===== src/rtl/cache_mem_arbiter.sv =====
// Round-robin arbiter putting I-cache and D-cache line traffic onto one physical-memory port.
// Optional performance counters are compiled in when ARB_PERF_CNT_EN is defined.
module cache_mem_arbiter #(
    parameter int unsigned ADDR_W = 32,
    parameter int unsigned LINE_W = 256
) (
    input  logic              clk,
    input  logic              rst,
    input  logic              i_pmem_read,
    input  logic [ADDR_W-1:0] i_pmem_address,
    output logic [LINE_W-1:0] i_pmem_rdata,
    output logic              i_pmem_resp,
    input  logic              d_pmem_read,
    input  logic              d_pmem_write,
    input  logic [ADDR_W-1:0] d_pmem_address,
    input  logic [LINE_W-1:0] d_pmem_wdata,
    output logic [LINE_W-1:0] d_pmem_rdata,
    output logic              d_pmem_resp,
    output logic              mem_read,
    output logic              mem_write,
    output logic [ADDR_W-1:0] mem_address,
    output logic [LINE_W-1:0] mem_wdata,
    input  logic [LINE_W-1:0] mem_rdata,
    input  logic              mem_resp,
    output logic [31:0]       perf_i_grants,
    output logic [31:0]       perf_d_grants,
    output logic [31:0]       perf_contention
);

    typedef enum logic [1:0] {IDLE, GRANT_I, GRANT_D, RECOVER} state_t;
    typedef enum logic {CLIENT_I, CLIENT_D} client_t;

    localparam logic [ADDR_W-1:0] LINE_MASK = {{(ADDR_W-5){1'b1}}, 5'b0};

    state_t  state;
    client_t last_grant;
    logic    i_req;
    logic    d_req;
    logic    grant_i;
    logic    grant_d;

    assign i_req = i_pmem_read;
    assign d_req = d_pmem_read | d_pmem_write;

    // On a tie the client that was not served last wins.
    always_comb begin
        grant_i = 1'b0;
        grant_d = 1'b0;
        if (state == IDLE) begin
            if (i_req && d_req) begin
                grant_d = (last_grant == CLIENT_I);
                grant_i = (last_grant == CLIENT_D);
            end else begin
                grant_i = i_req;
                grant_d = d_req;
            end
        end
    end

    always_ff @(posedge clk) begin
        if (rst) begin
            state       <= IDLE;
            last_grant  <= CLIENT_I;
            mem_read    <= 1'b0;
            mem_write   <= 1'b0;
            mem_address <= '0;
            mem_wdata   <= '0;
        end else begin
            case (state)
                IDLE: begin
                    if (grant_d) begin
                        state       <= GRANT_D;
                        mem_address <= d_pmem_address & LINE_MASK;
                        mem_wdata   <= d_pmem_wdata;
                        mem_write   <= d_pmem_write;
                        mem_read    <= ~d_pmem_write;
                    end else if (grant_i) begin
                        state       <= GRANT_I;
                        mem_address <= i_pmem_address & LINE_MASK;
                        mem_wdata   <= '0;
                        mem_write   <= 1'b0;
                        mem_read    <= 1'b1;
                    end
                end
                GRANT_I: begin
                    if (mem_resp) begin
                        state      <= RECOVER;
                        last_grant <= CLIENT_I;
                        mem_read   <= 1'b0;
                        mem_write  <= 1'b0;
                    end
                end
                GRANT_D: begin
                    if (mem_resp) begin
                        state      <= RECOVER;
                        last_grant <= CLIENT_D;
                        mem_read   <= 1'b0;
                        mem_write  <= 1'b0;
                    end
                end
                RECOVER: state <= IDLE;
                default: state <= IDLE;
            endcase
        end
    end

    // Responses are steered combinationally so the client sees them in the mem_resp cycle.
    assign i_pmem_resp  = ~rst && (state == GRANT_I) && mem_resp;
    assign d_pmem_resp  = ~rst && (state == GRANT_D) && mem_resp;
    assign i_pmem_rdata = (~rst && (state == GRANT_I)) ? mem_rdata : '0;
    assign d_pmem_rdata = (~rst && (state == GRANT_D)) ? mem_rdata : '0;

`ifdef ARB_PERF_CNT_EN
    always_ff @(posedge clk) begin
        if (rst) begin
            perf_i_grants   <= '0;
            perf_d_grants   <= '0;
            perf_contention <= '0;
        end else begin
            if (grant_i && (perf_i_grants != '1))
                perf_i_grants <= perf_i_grants + 32'd1;
            if (grant_d && (perf_d_grants != '1))
                perf_d_grants <= perf_d_grants + 32'd1;
            if ((state == IDLE) && i_req && d_req && (perf_contention != '1))
                perf_contention <= perf_contention + 32'd1;
        end
    end
`else
    assign perf_i_grants   = '0;
    assign perf_d_grants   = '0;
    assign perf_contention = '0;
`endif

endmodule


===== config.mk =====
export PLATFORM = sky130hd
export DESIGN_NAME = cache_mem_arbiter
export DESIGN_NICKNAME = d
export VERILOG_FILES = /design/src/rtl/cache_mem_arbiter.sv
export SDC_FILE = /design/constraint.sdc
export NUM_CORES = 1
export LEC_CHECK = 0
export BUFFER_PORTS_ARGS = -buffer_cell sky130_fd_sc_hd__buf_2
export CAP_MARGIN = 20
export CORE_AREA = 2 2 579 581
export CTS_BUF_LIST = sky130_fd_sc_hd__clkbuf_4 sky130_fd_sc_hd__clkbuf_8
export DETAILED_ROUTE_END_ITERATION = 16
export DIE_AREA = 0 0 581 583
export GPL_TIMING_DRIVEN = 0
export PLACE_DENSITY = 0.3
export SKIP_CTS_REPAIR_TIMING = 1
export SYNTH_ARGS = -nofsm -noshare
export SYNTH_HDL_FRONTEND = slang
export SYNTH_SLANG_ARGS = --single-unit

===== constraint.sdc =====
create_clock -name clk -period 2.07 [get_ports clk]
set_clock_uncertainty 0.2 [all_clocks]
set_input_delay 0.3105 -clock clk [delete_from_list [all_inputs] [get_ports clk]]
set_output_delay 0.3105 -clock clk [all_outputs]
set_load 0.01 [all_outputs]

== After elaboration in Yosys (flattened, before gate mapping) ==
Index checks and enable logic that the tools add are counted.
Operators by class
  multiplexer cells: 23
  equal/unequal tests: 7
  reductions and logical operators: 14
  bitwise operators: 4
Operator list (number)
  $mux 256: 4
  $mux 32: 2
  $mux 1: 10
  $mux 2: 3
  $pmux 1 s2: 3
  $pmux 2 s3: 1
  $reduce_and 3->1: 2
  $reduce_bool 2->1: 3
  $logic_and 1x1->1: 5
  $eq 2x2->1 const B: 2
  $ne 2x2->1 const B: 2
  $reduce_and 2->1: 2
  $ne 3x3->1 const B: 1
  $not 1->1: 3
  $eq 2x1->1 const B: 1
  $logic_not 2->1: 1
  $ne 2x1->1 const B: 1
  $reduce_or 2->1: 1
  $or 1x1->1: 1
Storage, ports and cells
  register bits: 293
  output and inout port bits: 900
  bits of input ports: 582
  logic and storage cells: 54

== Longest topological paths before layout ==
Gate-level depths: netlist (run 1).
  word-level depth: 7
  depth in mapped cells: 7
  mapped depth without buffers: 5

== Least setup slack after synthesis (run 1) ==
OpenSTA, ideal clock, no wires.
  kind: reg-to-output
  from: reg state[1]
  to: out i_pmem_rdata[100]
  buffers on the path: 2
  arrival: 1.442 ns
  path slack: 0.118 ns
  data required time: 1.559 ns
  stages on the path, launching flop included: 7
  cells stage by stage: dfxtp_1 inv_1 ha_1 nor2b_1 clkbuf_1 clkbuf_1 and2_1
Between the ends
  cells in the longest elaborated chain, start to end: 3
RTL lines
  start, declared: line 35  | state_t state;
  start signal, assigned: line 62  | state <= IDLE;
  start signal, assigned: line 72  | state <= GRANT_D;
  start signal, assigned: line 78  | state <= GRANT_I;
  $eq 2x1->1: line 110  | assign i_pmem_rdata = (~rst && (state == GRANT_I)) ? mem_rdata : '0;
  $logic_and 1x1->1: line 110
  $mux 256: line 110
  end, declared: line 11  | output logic [LINE_W-1:0] i_pmem_rdata,
No other way between the ends.

== Worst setup path after layout (run 1) ==
  from: reg state[1]
  to: out i_pmem_rdata[235]
Same word-level chain as after synthesis.

==> impl_metrics.toml, run 1 <==
[run_status]
status = "finished, violations left"
violations = "negative setup slack"

[clocking]
ctsRootBufferMaster = "clkbuf_8"
clk_path_buf_depth = 3
worstSkewPairLatency_ns = 0.77
tritoncts = "built"
htreeDepth = 2
path_clk_slew_ns = 0.06
cts_sinks = 288
cts_buffers = 55

[die]
core_mm2 = 0.3324
io_pins = 1482
die_y_um = 583
start_util_pct = 4.391
rows = 212
die_area_mm2 = 0.3387
die_width_um = 581

[drt]
wirelength_um = 226900
routed-via-count = 21940
drtPass1Iterations = 4
viasPerCell = 2.700
drtAntennaViolNets = 0
drc = 0
drt_iter0_markers = 1018
wire_per_inst_um = 27.93

[sta]
slew_headroom_pct = 31.33
setup_violations = 799
rsz0062_at_grt = "true"
fmax_mhz = 331.0
maxSlewViolCount = 0
tightest_slew_ns = 1.030
finalCritPeriodShare_pct = 146.0
fin_crit_ns = 3.021
hold_viol = 0
tns_ns = -601.48
fin_ws_ns = -0.9513

[synthesis]
syn_area_mm2 = 0.01459
yosys.area.top_type = "dfxtp_1"
synth_top_area_share_pct = 39.51
yosys_warnings = 0
ys_ff_latch = 288
syn_area_per_cell_um2 = 8.359
syn_inst = 1746
synth_flop_cell = "dfxtp_1"
yosysSeqAreaShare_pct = 39.51
synth_area_leaders = "dfxtp_1, and2_1, a32oi_1"
ys_types = 32
async_flop_share_pct = 0
synth_edf_count = 0

[place]
hpwlAfterDp_um = 205100
place_ws_ns = -2.011
dp.cells = 7612
place_congestion = 0.9500
io_buffers = 1370

[worst_hold_path]
hold_path_class = "in -> reg"

[global_route]
grt_usage_pct = 12.68
grt_max_degree = 16
antenna_found_initial = 216
grt_pass1_vias = 20230
grt_pass1_wl_um = 268200
grt-ovfl-total = 0

[worst_setup_path]
critPathKind = "reg -> out"
critPathCaptureType = "output port"
startpoint_type = "flop"
required_ns = 1.56
cp_max_fo = 5
cp_data_arrival_time_ns = 2.51

[pwr]
p_per_area_mw_per_mm2 = 958.5
ir_drop_v = 0.0004650
power_mw = 31.97
p_leak_nw = 15.34

[layout]
fin_nets = 4199
layout-drive-gt1-share_pct = 49.18
layout.cells.non_filler = 8126
syn_to_final_growth_pct = 128.6

[job]
cap_violations = 0
[flip-flops by register name, summed over array words and instances, names as in the netlist]
| signal | cells |
|---|---|
| mem_wdata | 256 |
| mem_address | 27 |
| state | 2 |
| last_grant | 1 |
| mem_read | 1 |
| mem_write | 1 |
[power by group]
group          total [mW]  leakage, nW  internal (mW)  switching, mW
combinational        17.2         12.3           5.86           11.4
sequential           8.17         2.37           7.14           1.03
clock                6.55        0.658           3.60           2.96
[cell usage after synthesis, drive strengths merged (3+ instances only)]
library cell and instances:
o31ai 4, a31oi 27, clkbuf 108, and2 514, o21ai 55, inv 3
dfxtp 288, a32oi 256, a21boi 3, ha 4, buf 181, a21oi 28
nor2b 3, nor2 258
[routing by layer]
metal	global-route usage [%]	wire length, um	vias up	share of wire, %
met4	4.600	11890	28	5.2
met1	11.92	73440	10170	32
met2	24.58	119400	1524	53
met3	4.847	21910	471	9.7
met5	0	241	-	0.11
li1	-	-	9746	-
[stage by stage]
stage | cell area [um^2] | hold WS (ns) | utilization, %
after detailed placement | 27490 | 0.2601 | 8.272
after floorplan | 14970 | 0.2656 | -
final | 33360 | 0.08207 | 10.04
after global routing | 33290 | 0.03654 | 10.02
after CTS | 28720 | -0.5293 | 8.641
after global placement | 27310 | 0.2641 | 8.218
[layout by cell type, fill, tap and decap left out, drive strengths merged, types with 3 or more instances in the layout]
| master | synthesis | routed |
|---|---|---|
| dlygate4sd3 | 0 | 314 |
| a31oi | 27 | 27 |
| inv | 3 | 5 |
| a21oi | 28 | 28 |
| a21boi | 3 | 3 |
| ha | 4 | 4 |
| and2 | 514 | 514 |
| o21ai | 55 | 55 |
| a32oi | 256 | 256 |
| conb | 1 | 101 |
| nor2 | 258 | 258 |
| nor2b | 3 | 3 |
| buf | 181 | 1610 |
| clkinv | 0 | 5 |
| dfxtp | 288 | 288 |
| diode | 0 | 81 |
| clkbuf | 108 | 168 |
| o31ai | 4 | 4 |
[area by class of cell]
| class | instances | area (um^2) |
|---|---|---|
| antenna | 81 | 202.7 |
| fill | 39060 | 299000 |
| timing repair buffer | 1712 | 10850 |
| buffer | 287 | 2003 |
| tap | 4387 | 5489 |
| clock inverter | 9 | 85.08 |
| inverter | 3 | 11.26 |
| multi-input combinational | 1266 | 7809 |
| clock buffer | 93 | 1142 |
| sequential | 288 | 5771 |
[final timing paths]
kind / startpoint / endpoint / slack [ns] / depth (start not counted)
hold / removal: d_pmem_read / mem_address[7]$_SDFFE_PP0P_ / 0.08 / 5
hold reg to reg: mem_read$_SDFFE_PP0P_ / mem_read$_SDFFE_PP0P_ / 0.28 / 2
setup / recovery: state[1]$_SDFFE_PP0P_ / i_pmem_rdata[235] / -0.95 / 9
setup reg to reg: state[1]$_SDFFE_PP0P_ / mem_wdata[175]$_SDFFE_PP0P_ / -0.89 / 8
[cells by family after synthesis]
logic type	count (synthesis)	synth area share [%]
AND/OR/NAND/NOR	779	29.04
adder cells (fa/ha/maj)	4	0.3429
AO/OA/AOI/OAI	381	20.28
buffers and inverters	292	10.74
flip-flops	288	39.51
other	1	0.02570
multiplexers	1	0.06859
[worst max-delay path: stages (launching register included)]
cell and delay, ns:
dfxtp_2 0.34, inv_2 0.08, ha_4 0.13, nor2b_4 0.20, buf_12 0.17, buf_8 0.13
buf_16 0.14, buf_12 0.16, and2_4 0.15, buf_12 0.13
(Power assumes the default switching activity.)
==> inputs of run 2 (changes only) <==
--- a/config.mk
+++ b/config.mk
@@ -7,10 +7,10 @@
 export LEC_CHECK = 0
 export BUFFER_PORTS_ARGS = -buffer_cell sky130_fd_sc_hd__buf_2
 export CAP_MARGIN = 20
-export CORE_AREA = 2 2 579 581
+export CORE_AREA = 2 2 580 582
 export CTS_BUF_LIST = sky130_fd_sc_hd__clkbuf_4 sky130_fd_sc_hd__clkbuf_8
 export DETAILED_ROUTE_END_ITERATION = 16
-export DIE_AREA = 0 0 581 583
+export DIE_AREA = 0 0 582 584
 export GPL_TIMING_DRIVEN = 0
 export PLACE_DENSITY = 0.3
 export SKIP_CTS_REPAIR_TIMING = 1
==> impl_metrics.toml, run 2 (synthesized netlist as in run 1, its figures left out) <==
[drt]
viasPerCell = 2.768
wirelength_um = 235500
drtPass1Iterations = 5
wire_per_inst_um = 29.03
drc = 0
drtAntennaViolNets = 0
drt_iter0_markers = 1142
routed-via-count = 22450

[global_route]
grt-ovfl-total = 0
grt_max_degree = 18
grt_pass1_wl_um = 274800
antenna_found_initial = 264
grt_pass1_vias = 20200
grt_usage_pct = 13.05

[worst_setup_path]
required_ns = 1.56
critPathCaptureType = "output port"
rr_worst_depth = 7
cp_data_arrival_time_ns = 2.44
critPathKind = "reg -> out"
startpoint_type = "flop"
cp_max_fo = 10

[sta]
rsz0062_at_grt = "true"
slew_headroom_pct = 38.40
hold_viol = 0
fin_crit_ns = 2.955
fin_ws_ns = -0.8850
tightest_slew_ns = 0.9240
setup_violations = 800
fmax_mhz = 338.4
maxSlewViolCount = 0
finalCritPeriodShare_pct = 142.8
whs_ns = 0.07276

[pwr]
p_per_area_mw_per_mm2 = 942.4
ir_drop_v = 0.0006413
p_leak_nw = 15.27

[clocking]
path_clk_slew_ns = 0.06
clk_path_buf_depth = 3
ctsRootBufferMaster = "clkbuf_8"
cts_buffers = 60
worstSkewPairLatency_ns = 0.74
cts_sinks = 288
tritoncts = "built"
htreeDepth = 2

[worst_hold_path]
hold_path_class = "in -> reg"
hold_depth = 4

[die]
die_area_mm2 = 0.3399
rows = 212
die_width_um = 582
die_y_um = 584
io_pins = 1482
core_mm2 = 0.3329
start_util_pct = 4.384

[layout]
layout-drive-gt1-share_pct = 48.73
top_regs = "mem_wdata (256), mem_address (27), state (2)"
regArea_mm2 = 0.005773
fin_nets = 4198
final_common_cell = "buf_2"
layout.cells.non_filler = 8112
largest_register_ffs = 256
n_fill_cell = 39020
syn_to_final_growth_pct = 128.0
multiInputGateArea_mm2 = 0.007796
final_cell_mix = "buf_2, and2_1, dlygate4sd3_1"
top_register = "mem_wdata"

[place]
io_buffers = 1370
dp.cells = 7609
hpwlAfterDp_um = 214100
place_congestion = 0.9531
place_ws_ns = -1.739

[run_status]
status = "finished, violations left"
violations = "negative setup slack"

[job]
cap_violations = 0
## run 2: changes by cell type in the layout (fill, tap and decap cells not counted), sizes merged
cell / previous run / this run
clkbuf: 168 / 171
bufinv: 1 / 4
clkinv: 5 / 3
diode: 81 / 70
dlygate4sd3: 314 / 318
clkinvlp: 1 / 4
buf: 1610 / 1596
## run 2: through the flow
step	power (mW)	instance area [um^2]	util (%)	setup TNS [ns]
3_3_place_gp	23.53	27310	8.205	-1969.61
6_report	31.35	33270	9.994	-578.24
3_5_place_dp	23.61	27450	8.245	-705.58
2_1_floorplan	14.54	14970	-	0
5_1_grt	33.43	33200	9.974	-710.70
4_1_cts	30.75	28760	8.638	-1101.30
## run 2: layer usage
| layer | wire length [um] | GRT usage (%) | vias up |
|---|---|---|---|
| li1 | - | - | 9712 |
| met1 | 74010 | 11.92 | 10430 |
| met2 | 124300 | 24.64 | 1736 |
| met3 | 24350 | 5.524 | 535 |
| met4 | 12620 | 6.313 | 38 |
| met5 | 238 | 0 | - |
## run 2: critical path, stage by stage (launching register included)
cell,delay [ns]
dfxtp_4,0.37
inv_4,0.07
ha_4,0.14
nor2b_4,0.18
buf_12,0.18
clkbuf_16,0.24
buf_12,0.14
and2_1,0.14
buf_4,0.15
## run 2: layout make-up
class / instances / area share [%]
Antenna cell: 70 / 0.5265
Buffer: 288 / 5.998
Clock buffer: 92 / 3.355
Clock inverter: 13 / 0.5791
Inverter: 3 / 0.04889
Multi-Input combinational cell: 1266 / 23.43
Sequential cell: 288 / 17.35
Tap cell: 4387 / 16.50
Timing Repair Buffer: 1705 / 32.21
## run 2: power by group
part	total (mW)	internal [mW]	switching, mW
Clock	6.86	3.93	2.94
Sequential	8.26	7.15	1.12
Combinational	16.2	5.65	10.6
Total	31.4	16.7	14.6
## run 2: final timing paths
kind / from / endpoint / slack (ns)
min: i_pmem_read / mem_address[10]$_SDFFE_PP0P_ / 0.07
max: state[1]$_SDFFE_PP0P_ / i_pmem_rdata[197] / -0.88
min reg2reg: mem_read$_SDFFE_PP0P_ / mem_read$_SDFFE_PP0P_ / 0.28
max reg2reg: state[1]$_SDFFE_PP0P_ / mem_wdata[184]$_SDFFE_PP0P_ / -0.83
